===== config.mk =====
export PLATFORM = sky130hd
export DESIGN_NAME = bus_arbiter_n
export DESIGN_NICKNAME = d
export VERILOG_FILES = /design/src/rtl/bus_arbiter_n.sv
export SDC_FILE = /design/constraint.sdc
export NUM_CORES = 1
export LEC_CHECK = 0
export BUFFER_PORTS_ARGS = -buffer_cell sky130_fd_sc_hd__buf_2
export CORE_UTILIZATION = 52
export DETAILED_ROUTE_END_ITERATION = 10
export PLACE_DENSITY = 0.77
export SYNTH_ARGS = -nofsm -noshare
export SYNTH_HDL_FRONTEND = slang
export SYNTH_HIERARCHICAL = 1
export SYNTH_SLANG_ARGS = --single-unit

===== constraint.sdc =====
create_clock -name clk -period 2.6 [get_ports clk]
set_input_delay 0 -clock clk [delete_from_list [all_inputs] [get_ports clk]]
set_output_delay 0 -clock clk [all_outputs]
set_load 0.005 [all_outputs]

===== src/rtl/bus_arbiter_n.sv =====
// bus_arbiter_n: N-master / M-slave bus arbiter with split parking,
// top-priority resume, fixed or round-robin selection and bus-hold timeout.

// Per-master qualification: may this master start a fresh ownership, or
// resume one that was parked by a split?
module bus_arbiter_n_lane #(
  parameter int NUM_SLAVES = 3,
  parameter int SLAVE_LEN  = 2
) (
  input  logic                      request_i,
  input  logic [SLAVE_LEN-1:0]      sel_i,
  input  logic                      parked_i,
  input  logic [SLAVE_LEN-1:0]      park_slave_i,
  input  logic [(1<<SLAVE_LEN)-1:0] blocked_i,
  input  logic [(1<<SLAVE_LEN)-1:0] split_i,
  output logic                      eligible_o,
  output logic                      resumable_o
);
  localparam logic [SLAVE_LEN:0] NS = (SLAVE_LEN+1)'(NUM_SLAVES);

  logic in_range;

  // Out-of-range selects and slaves reserved by a parked master are refused.
  assign in_range    = {1'b0, sel_i} < NS;
  assign eligible_o  = request_i & ~parked_i & in_range & ~blocked_i[sel_i];
  assign resumable_o = parked_i & ~split_i[park_slave_i];
endmodule

module bus_arbiter_n #(
  parameter int NUM_MASTERS = 2,
  parameter int NUM_SLAVES  = 3,
  parameter int SLAVE_LEN   = 2,
  parameter int RR_MODE     = 0,
  parameter int MAX_HOLD    = 0
) (
  input  logic                             clk,
  input  logic                             reset,
  input  logic [NUM_MASTERS-1:0]           request,
  input  logic [NUM_MASTERS*SLAVE_LEN-1:0] slave_sel,
  input  logic                             trans_done,
  input  logic [NUM_SLAVES-1:0]            slave_split_en,
  output logic [NUM_MASTERS-1:0]           grant,
  output logic [SLAVE_LEN-1:0]             granted_slave,
  output logic                             arbiter_busy,
  output logic                             bus_busy,
  output logic [NUM_MASTERS-1:0]           split_parked,
  output logic                             timeout
);
  localparam int          MW        = (NUM_MASTERS > 1) ? $clog2(NUM_MASTERS) : 1;
  localparam int          SS        = 1 << SLAVE_LEN;
  localparam logic [15:0] HOLD_LAST = 16'(MAX_HOLD - 1);

  typedef enum logic {IDLE, OWNED} state_e;

  state_e                                  state_q, state_d;
  logic [NUM_MASTERS-1:0]                  parked_q, parked_d;
  logic [NUM_MASTERS-1:0][SLAVE_LEN-1:0]   park_slave_q, park_slave_d;
  logic [MW-1:0]                           owner_q, owner_d;
  logic [MW-1:0]                           rr_ptr_q, rr_ptr_d;
  logic [SLAVE_LEN-1:0]                    owner_slave_q, owner_slave_d;
  logic [15:0]                             hold_cnt_q, hold_cnt_d;
  logic [NUM_MASTERS-1:0]                  grant_q, grant_d;
  logic [SLAVE_LEN-1:0]                    granted_slave_q, granted_slave_d;
  logic                                    arbiter_busy_q, arbiter_busy_d;
  logic                                    bus_busy_q, bus_busy_d;
  logic                                    timeout_q, timeout_d;

  logic [NUM_MASTERS-1:0][SLAVE_LEN-1:0]   sel_arr;
  logic [SS-1:0]                           blocked, split_ext;
  logic [NUM_MASTERS-1:0]                  eligible, resumable;
  logic                                    res_found, lo_found, hi_found;
  logic [MW-1:0]                           res_idx, lo_idx, hi_idx, elig_idx, next_ptr;

  assign sel_arr = slave_sel;

  // Slaves currently reserved by parked masters, and the split vector widened
  // to the full select space so any select value indexes it safely.
  always_comb begin
    blocked   = '0;
    split_ext = '0;
    split_ext[NUM_SLAVES-1:0] = slave_split_en;
    for (int i = 0; i < NUM_MASTERS; i++)
      if (parked_q[i]) blocked[park_slave_q[i]] = 1'b1;
  end

  for (genvar g = 0; g < NUM_MASTERS; g++) begin : g_lane
    bus_arbiter_n_lane #(.NUM_SLAVES(NUM_SLAVES), .SLAVE_LEN(SLAVE_LEN)) u_lane (
      .request_i    (request[g]),
      .sel_i        (sel_arr[g]),
      .parked_i     (parked_q[g]),
      .park_slave_i (park_slave_q[g]),
      .blocked_i    (blocked),
      .split_i      (split_ext),
      .eligible_o   (eligible[g]),
      .resumable_o  (resumable[g])
    );
  end

  // Winner search: lowest resumable; lowest eligible overall; lowest eligible
  // at or above rr_ptr (falls back to overall lowest to model wrap-around).
  always_comb begin
    res_found = 1'b0;
    lo_found  = 1'b0;
    hi_found  = 1'b0;
    res_idx   = '0;
    lo_idx    = '0;
    hi_idx    = '0;
    for (int i = NUM_MASTERS-1; i >= 0; i--) begin
      if (resumable[i]) begin
        res_found = 1'b1;
        res_idx   = MW'(i);
      end
      if (eligible[i]) begin
        lo_found = 1'b1;
        lo_idx   = MW'(i);
        if (MW'(i) >= rr_ptr_q) begin
          hi_found = 1'b1;
          hi_idx   = MW'(i);
        end
      end
    end
    elig_idx = (RR_MODE != 0 && hi_found) ? hi_idx : lo_idx;
    next_ptr = (owner_q == MW'(NUM_MASTERS-1)) ? '0 : owner_q + 1'b1;
  end

  // Next-state and next-output computation for the IDLE/OWNED machine.
  always_comb begin
    state_d       = state_q;
    parked_d      = parked_q;
    park_slave_d  = park_slave_q;
    owner_d       = owner_q;
    rr_ptr_d      = rr_ptr_q;
    owner_slave_d = owner_slave_q;
    hold_cnt_d    = hold_cnt_q;
    timeout_d     = 1'b0;
    case (state_q)
      IDLE: begin
        if (res_found) begin
          state_d           = OWNED;
          owner_d           = res_idx;
          owner_slave_d     = park_slave_q[res_idx];
          parked_d[res_idx] = 1'b0;
          hold_cnt_d        = '0;
        end else if (lo_found) begin
          state_d       = OWNED;
          owner_d       = elig_idx;
          owner_slave_d = sel_arr[elig_idx];
          hold_cnt_d    = '0;
        end
      end
      default: begin
        if (trans_done) begin
          state_d  = IDLE;
          rr_ptr_d = next_ptr;
        end else if (split_ext[owner_slave_q]) begin
          // Owner keeps its slave reserved until the split clears.
          state_d               = IDLE;
          parked_d[owner_q]     = 1'b1;
          park_slave_d[owner_q] = owner_slave_q;
        end else if (MAX_HOLD != 0 && hold_cnt_q == HOLD_LAST) begin
          state_d   = IDLE;
          timeout_d = 1'b1;
          rr_ptr_d  = next_ptr;
        end else if (hold_cnt_q != 16'hffff) begin
          hold_cnt_d = hold_cnt_q + 16'd1;
        end
      end
    endcase

    grant_d         = '0;
    granted_slave_d = '0;
    arbiter_busy_d  = (state_d == OWNED);
    if (state_d == OWNED) begin
      grant_d[owner_d] = 1'b1;
      granted_slave_d  = owner_slave_d;
    end
    bus_busy_d = arbiter_busy_d | (|parked_d);
  end

  // State and registered outputs; reset overrides every other event.
  always_ff @(posedge clk) begin
    if (reset) begin
      state_q         <= IDLE;
      parked_q        <= '0;
      park_slave_q    <= '0;
      owner_q         <= '0;
      rr_ptr_q        <= '0;
      owner_slave_q   <= '0;
      hold_cnt_q      <= '0;
      grant_q         <= '0;
      granted_slave_q <= '0;
      arbiter_busy_q  <= 1'b0;
      bus_busy_q      <= 1'b0;
      timeout_q       <= 1'b0;
    end else begin
      state_q         <= state_d;
      parked_q        <= parked_d;
      park_slave_q    <= park_slave_d;
      owner_q         <= owner_d;
      rr_ptr_q        <= rr_ptr_d;
      owner_slave_q   <= owner_slave_d;
      hold_cnt_q      <= hold_cnt_d;
      grant_q         <= grant_d;
      granted_slave_q <= granted_slave_d;
      arbiter_busy_q  <= arbiter_busy_d;
      bus_busy_q      <= bus_busy_d;
      timeout_q       <= timeout_d;
    end
  end

  assign grant         = grant_q;
  assign granted_slave = granted_slave_q;
  assign arbiter_busy  = arbiter_busy_q;
  assign bus_busy      = bus_busy_q;
  assign split_parked  = parked_q;
  assign timeout       = timeout_q;
endmodule


==> metrics.yaml, run 1 <==
route:
  ant_nets: 0
  drtPass1Iterations: 7
  wirelength_mm: 2.01
  wl_per_cell_um: 14.4
  vias_per_cell: 5.99
  drc_errors: 3
  drt-initial-drc-count: 36
  vias: 833
die:
  rows: 14
  dieHeight_um: 43.9
  core-area_sq_um: 1580
  dieArea_sq_um: 1930
  ios: 21
  die_w_um: 43.9
  start_util: 0.579
synthesis:
  synth_warnings: 6
  netlist_instances: 99
  syn_avg_cell_area_sq_um: 9.23
  synth_area_sq_um: 913
finish:
  final_core_util: 0.673
  drive_above_1_share: 0.309
  area_growth_pct: 16.2
  n_antenna_cell: 0
  fin_cells: 139
  fin_nets: 136
  nFillCells: 145
clocking:
  ctsHoldBuffers: 0
  cts-root-buf: "clkbuf_4"
  cts.sinks: 15
  cts_max_level: 1
  cts_tree: "done"
  post_cts_resized: 0
  clk_pin_slew_ns: 0.09
  clock_latency_ns: 0.28
  cts_buffer_depth: 2
  cts_setup_buffers: 0
  cts_inserted_buffers: 3
power_and_ir_drop:
  power.share.combinational: 0.237
  swShare: 0.291
  p_sw_uw: 150
  power.share.sequential: 0.507
  p_int_uw: 367
  p_leak_uw: 0.000422
  p_per_area_nw_per_um2: 487
  peakVddDrop_mv: 0.371
  pwr-share-clk: 0.256
timing:
  rsz0062_at_grt: "no"
  relSlewSlack: 0.625
  setup_tns_ns: 0
  hold_viol_final: 0
  final-max-slew-violation-count: 0
  setup_violations: 0
  min_period_ns: 2.32
  fin_crit_sh: 0.892
  fmax_mhz: 431
  finClkSkew_ns: 0.00559
  worst_pin_slew_ns: 0.563
global_routing:
  grt.busiest_layer: "met1"
  grt_max_degree: 15
  met2_usage: 0.343
  antenna_found_initial: 0
  gr-usage-met3: 0.0417
  use_met1: 0.357
  grtUsageTotal: 0.242
  overflow: 0
  grt_pass1_wl_mm: 3.43
  grt_pass1_vias: 740
worst_setup_path:
  cp_slowest_stage_delay_ns: 0.47
  required_ns: 2.78
  cp-end-kind: "flop"
  worst_setup_path_start_kind: "flop"
  r2r_slack_ns: 0.28
  path_class: "reg -> reg"
  critical-path-slowest-cell: "o22ai_1"
  crit_path_cell_trace: "nand3b_1 > o21ai_0 > mux2_2 > o22ai_1 > nor3_2 > and3_4 > a221o_1 > nor2b_4"
  crit_fanout: 6
  arrival_ns: 2.50
placement:
  io_buffers: 19
  dp_hpwl_mm: 1.53
  place_congestion: 0.852
  dp_cells: 135
run_status:
  violations: "design-rule violations"
  status: "complete, but fails checks"
flow_run:
  maxCapViolations: 0
min_path:
  hold_path.class: "in -> reg"
[registers in the layout (all words and copies together) (netlist names)]
| register | cells |
|---|---|
| park_slave_q | 4 |
| granted_slave | 2 |
| owner_slave_q | 2 |
| arbiter_busy | 1 |
| grant | 2 |
| split_parked | 2 |
| owner_q | 1 |
| bus_busy | 1 |
[routing by layer]
layer | vias up | part of all wire
met1 | 380 | 0.47
met2 | 37 | 0.44
met3 | 4 | 0.069
met5 | - | 0
li1 | 412 | -
met4 | 0 | 0.015
[final timing paths]
path	from	to	cells after the start
worst max register to register	park_slave_q[2]$_SDFFE_PP0P_	granted_slave[1]$_SDFF_PP0_	8
worst max-delay path	park_slave_q[2]$_SDFFE_PP0P_	granted_slave[1]$_SDFF_PP0_	8
worst min-delay path	slave_sel[2]	owner_slave_q[0]$_SDFF_PP0_	2
worst min register to register	park_slave_q[1]$_SDFFE_PP0P_	park_slave_q[1]$_SDFFE_PP0P_	2
[through the flow]
| stage | cell area [sq um] | worst slack, ns | power [uW] | hold slack [ns] |
|---|---|---|---|---|
| 6_report | 1060 | 0.281 | 517 | 0.0135 |
| 4_1_cts | 1060 | 0.268 | 521 | 0.00714 |
| 2_1_floorplan | 921 | 0.493 | 351 | 0.164 |
| 3_3_place_gp | 1030 | 0.359 | 387 | 0.300 |
| 3_5_place_dp | 1030 | 0.295 | 389 | 0.304 |
| 5_1_grt | 1060 | 0.0764 | 547 | 0.0135 |
[power groups by stage]
stage	sequential (uW)	combinational, uW	clock [uW]
floorplan	264	86.4	0
global placement	267	121	0
detailed placement	266	122	0
CTS	261	123	136
global route	264	136	148
finish	262	123	132
[critical path, delay by kind of cell, from the launching register on]
| family | cells | cell delay [ns] |
|---|---|---|
| multiplexers | 1 | 0.28 |
| AO/OA/AOI/OAI | 3 | 0.93 |
| flip-flops | 1 | 0.44 |
| AND/OR/NAND/NOR | 4 | 0.55 |
[area by class of cell]
type / count / area [sq um] / share of cell area
inverter: 5 / 18.8 / 0.0177
timing repair buffer: 21 / 110 / 0.104
multi-input combinational: 78 / 586 / 0.552
tap: 16 / 20.0 / 0.0189
clock buffer: 4 / 26.3 / 0.0248
sequential: 15 / 300 / 0.283
[cell usage in the layout, fill, tap and decap left out, types with 2 or more instances in the layout]
master	n
nand2_1	8
mux4_2	2
buf_4	2
buf_2	19
a221o_1	2
mux2_2	2
nor2b_1	6
nand3_1	2
clkbuf_4	3
a221oi_1	2
nand3b_1	3
nor2b_4	2
or3b_1	2
inv_1	5
o22ai_1	3
nand4bb_1	2
dfxtp_1	15
and3b_1	2
nor2_1	6
o21ai_0	3
a21oi_1	9
conb_1	3
nor3_2	2
No activity file was read; power rests on OpenSTA's default activity.
==> run 2, diff against run 1 <==
--- a/config.mk
+++ b/config.mk
@@ -9,6 +9,7 @@
 export CORE_UTILIZATION = 52
 export DETAILED_ROUTE_END_ITERATION = 10
 export PLACE_DENSITY = 0.77
+export SETUP_SLACK_MARGIN = 0.4
 export SYNTH_ARGS = -nofsm -noshare
 export SYNTH_HDL_FRONTEND = slang
 export SYNTH_HIERARCHICAL = 1
==> constraint.sdc (replaced) <==
create_clock -name clk -period 2.4 [get_ports clk]
set_input_delay 0 -clock clk [delete_from_list [all_inputs] [get_ports clk]]
set_output_delay 0 -clock clk [all_outputs]
set_load 0.005 [all_outputs]
==> run 2 against run 1 <==
  * The flow still finishes with violations (design-rule violations)
  * Register-to-register slack better by 0.10 ns
  * Sequential power up 7%
  * Clock skew barely moved
  * Critical path type unchanged
  * First-iteration DRC count rose by 11%
  * Largest power group unchanged
  * Worst hold slack improved by 0.019 ns
  * Combinational power rose by 24%
  * Final area is 11% higher
  * Die area unchanged
  * Fmax grew 15%
  * Cell count rose by 5.0%
  * Clock power grew 8%
==> metrics.yaml, run 2 (synthesized netlist as in run 1, its figures left out) <==
power_and_ir_drop:
  power.share.combinational: 0.266  # +0.029
  swShare: 0.294  # +0.00327
  p_sw_uw: 169  # +13%
  pwr-share-clk: 0.246  # -0.010
  p_int_uw: 407  # +11%
  peakVddDrop_mv: 0.437  # +18%
  p_per_area_nw_per_um2: 488  # about the same
  p_leak_uw: 0.000477  # +13%
  power.share.sequential: 0.488  # -0.019
finish:
  final_common_cell: "buf_2"
  area_growth_pct: 29.5
  largest_register_ffs: 4  # unchanged
  fin_nets: 143  # +5.1%
  drive_above_1_share: 0.446  # +0.137
  final_core_util: 0.750  # +0.0770
  regMostFlops: "park_slave_q"
  layout_common_cells: "buf_2 (19), dfxtp_1 (9), nand2_1 (8), a21oi_1 (8), buf_4 (7)"
  final_area_sq_um: 1180  # +11%
  n_antenna_cell: 0  # unchanged
placement:
  io_buffers: 19  # unchanged
  dp_hpwl_mm: 1.66  # +8.5%
  place_congestion: 0.955  # +12%
  dpl_worst_slack_ns: 0.255  # -0.0402 ns
  dpl_cell_area_sq_um: 1070  # +3.0%
timing:
  hold_viol_final: 0  # unchanged
  final.setup.worst_slack_ns: 0.381  # +0.0996 ns
  rsz0062_at_grt: "yes"
  finClkSkew_ns: 0.00540  # -0.000193 ns
  final-max-slew-violation-count: 0  # unchanged
  fin_crit_sh: 0.841  # -0.0505
  setup_tns_ns: 0  # unchanged
  fmax_mhz: 495  # +15%
  setup_violations: 0  # unchanged
  min_period_ns: 2.02  # -0.300 ns
die:
  dieArea_sq_um: 1930  # unchanged
  rows: 14  # unchanged
  die_w_um: 43.9  # unchanged
  core-area_sq_um: 1580  # unchanged
  ios: 21  # unchanged
  dieHeight_um: 43.9  # unchanged
  start_util: 0.579  # unchanged
route:
  wirelength_mm: 2.36  # +18%
  vias_per_cell: 6.01  # +0.23%
  drc_errors: 1  # -2
  drt-initial-drc-count: 40  # +11%
  drtPass1Iterations: 7  # unchanged
  ant_nets: 0  # unchanged
  vias: 877  # +5.3%
  wl_per_cell_um: 16.1  # +12%
global_routing:
  grt_pass1_wl_mm: 3.62  # +5.6%
  grt_pass1_vias: 763  # +3.1%
  overflow: 0  # unchanged
  grt_max_degree: 15  # unchanged
  antenna_found_initial: 0  # unchanged
  grtUsageTotal: 0.263  # +0.0211
worst_setup_path:
  cp_num_buf_inv: 1  # +1
  critical-path-slowest-cell: "mux4_2"
  required_ns: 2.58  # -0.20 ns
  rr_endpoint: "granted_slave[0]$_SDFF_PP0_"
  crit_path_cell_trace: "mux4_2 > nor2b_4 > o41ai_4 > buf_4 > a221o_1 > nor2b_4"
  crit_fanout: 7  # +1
  critPathMostFrequentCell: "nor2b_4"
  cp-end-kind: "flop"
  crit_family: "multiplexers"
  arrival_ns: 2.19  # -0.31 ns
  r2r_slack_ns: 0.38  # +0.10 ns
  path_class: "reg -> reg"
  cp_slowest_stage_delay_ns: 0.54  # +0.07 ns
  r2r_start: "park_slave_q[2]$_SDFFE_PP0P_"
  reg2reg_depth: 6  # -2
  worst_setup_path_start_kind: "flop"
clocking:
  cts_tree: "done"
  cts_max_level: 1  # unchanged
  clk_pin_slew_ns: 0.08  # about the same
  clock_latency_ns: 0.28  # about the same
  cts_inserted_buffers: 3  # unchanged
  cts.sinks: 15  # unchanged
  cts_buffer_depth: 2  # unchanged
  cts-root-buf: "clkbuf_4"
flow_run:
  maxCapViolations: 0  # unchanged
run_status:
  status: "complete, but fails checks"
  violations: "design-rule violations"
min_path:
  holdPathEnd: "owner_slave_q[0]$_SDFF_PP0_"
  holdPathStages: 2  # unchanged
  hold_path.class: "in -> reg"
  min_from: "slave_sel[2]"
-- run 2: power by group through the flow --
stage	Clock [uW]	Sequential (uW)	Combinational, uW
after floorplan	0	286	94.9
after global placement	0	287	141
after detailed placement	0	286	143
after CTS	143	281	149
after global routing	157	283	167
final	142	281	153
-- run 2: worst reg2reg max path, stage by stage (launching register included) --
cell and delay (ns):
dfxtp_4 0.39, mux4_2 0.54, nor2b_4 0.25, o41ai_4 0.12, buf_4 0.16, a221o_1 0.33, nor2b_4 0.13
-- run 2: how the worst max path moves through the flow --
| stage | end | slack, ns | cells after the start | from |
|---|---|---|---|---|
| 6_report | granted_slave[0]$_SDFF_PP0_ | 0.38 | 6 | park_slave_q[2]$_SDFFE_PP0P_ |
| 3_5_place_dp | granted_slave[0]$_SDFF_PP0_ | 0.25 | 6 | park_slave_q[2]$_SDFFE_PP0P_ |
| 3_3_place_gp | granted_slave[1]$_SDFF_PP0_ | 0.25 | 6 | park_slave_q[2]$_SDFFE_PP0P_ |
| 5_1_grt | granted_slave[1]$_SDFF_PP0_ | 0.31 | 8 | park_slave_q[0]$_SDFFE_PP0P_ |
| 2_1_floorplan | granted_slave[0]$_SDFF_PP0_ | 0.41 | 6 | park_slave_q[2]$_SDFFE_PP0P_ |
| 4_1_cts | granted_slave[0]$_SDFF_PP0_ | 0.39 | 8 | park_slave_q[0]$_SDFFE_PP0P_ |
-- run 2: what timing repair did --
item	in CTS	in global routing
hold buffers	0	0
setup endpoints to repair	8	8
gates cloned	0	0
gates resized for setup	9	8
setup buffers	3	1
pin swaps	4	2
-- run 2: per-layer routing --
layer | vias to the layer above | global-route usage | share of wire
met2 | 47 | 0.412 | 0.47
met4 | 0 | 0.127 | 0.018
met5 | - | 0 | 0
met1 | 393 | 0.365 | 0.44
met3 | 6 | 0.0208 | 0.075
li1 | 431 | - | -
-- run 2: area by class of cell --
| type | count | area, sq um |
|---|---|---|
| timing repair buffer | 28 | 170 |
| fill | 117 | 394 |
| tap | 16 | 20.0 |
| sequential | 15 | 310 |
| clock buffer | 4 | 26.3 |
| inverter | 5 | 18.8 |
| multi-input combinational | 78 | 637 |
-- run 2: stage by stage --
| stage | instances | total power (uW) | hold slack, ns |
|---|---|---|---|
| after detailed placement | 138 | 430 | 0.313 |
| after floorplan | 101 | 381 | 0.164 |
| after CTS | 145 | 574 | 0.0291 |
| after global placement | 138 | 428 | 0.304 |
| final | 146 | 577 | 0.0326 |
| after global routing | 146 | 607 | 0.0380 |
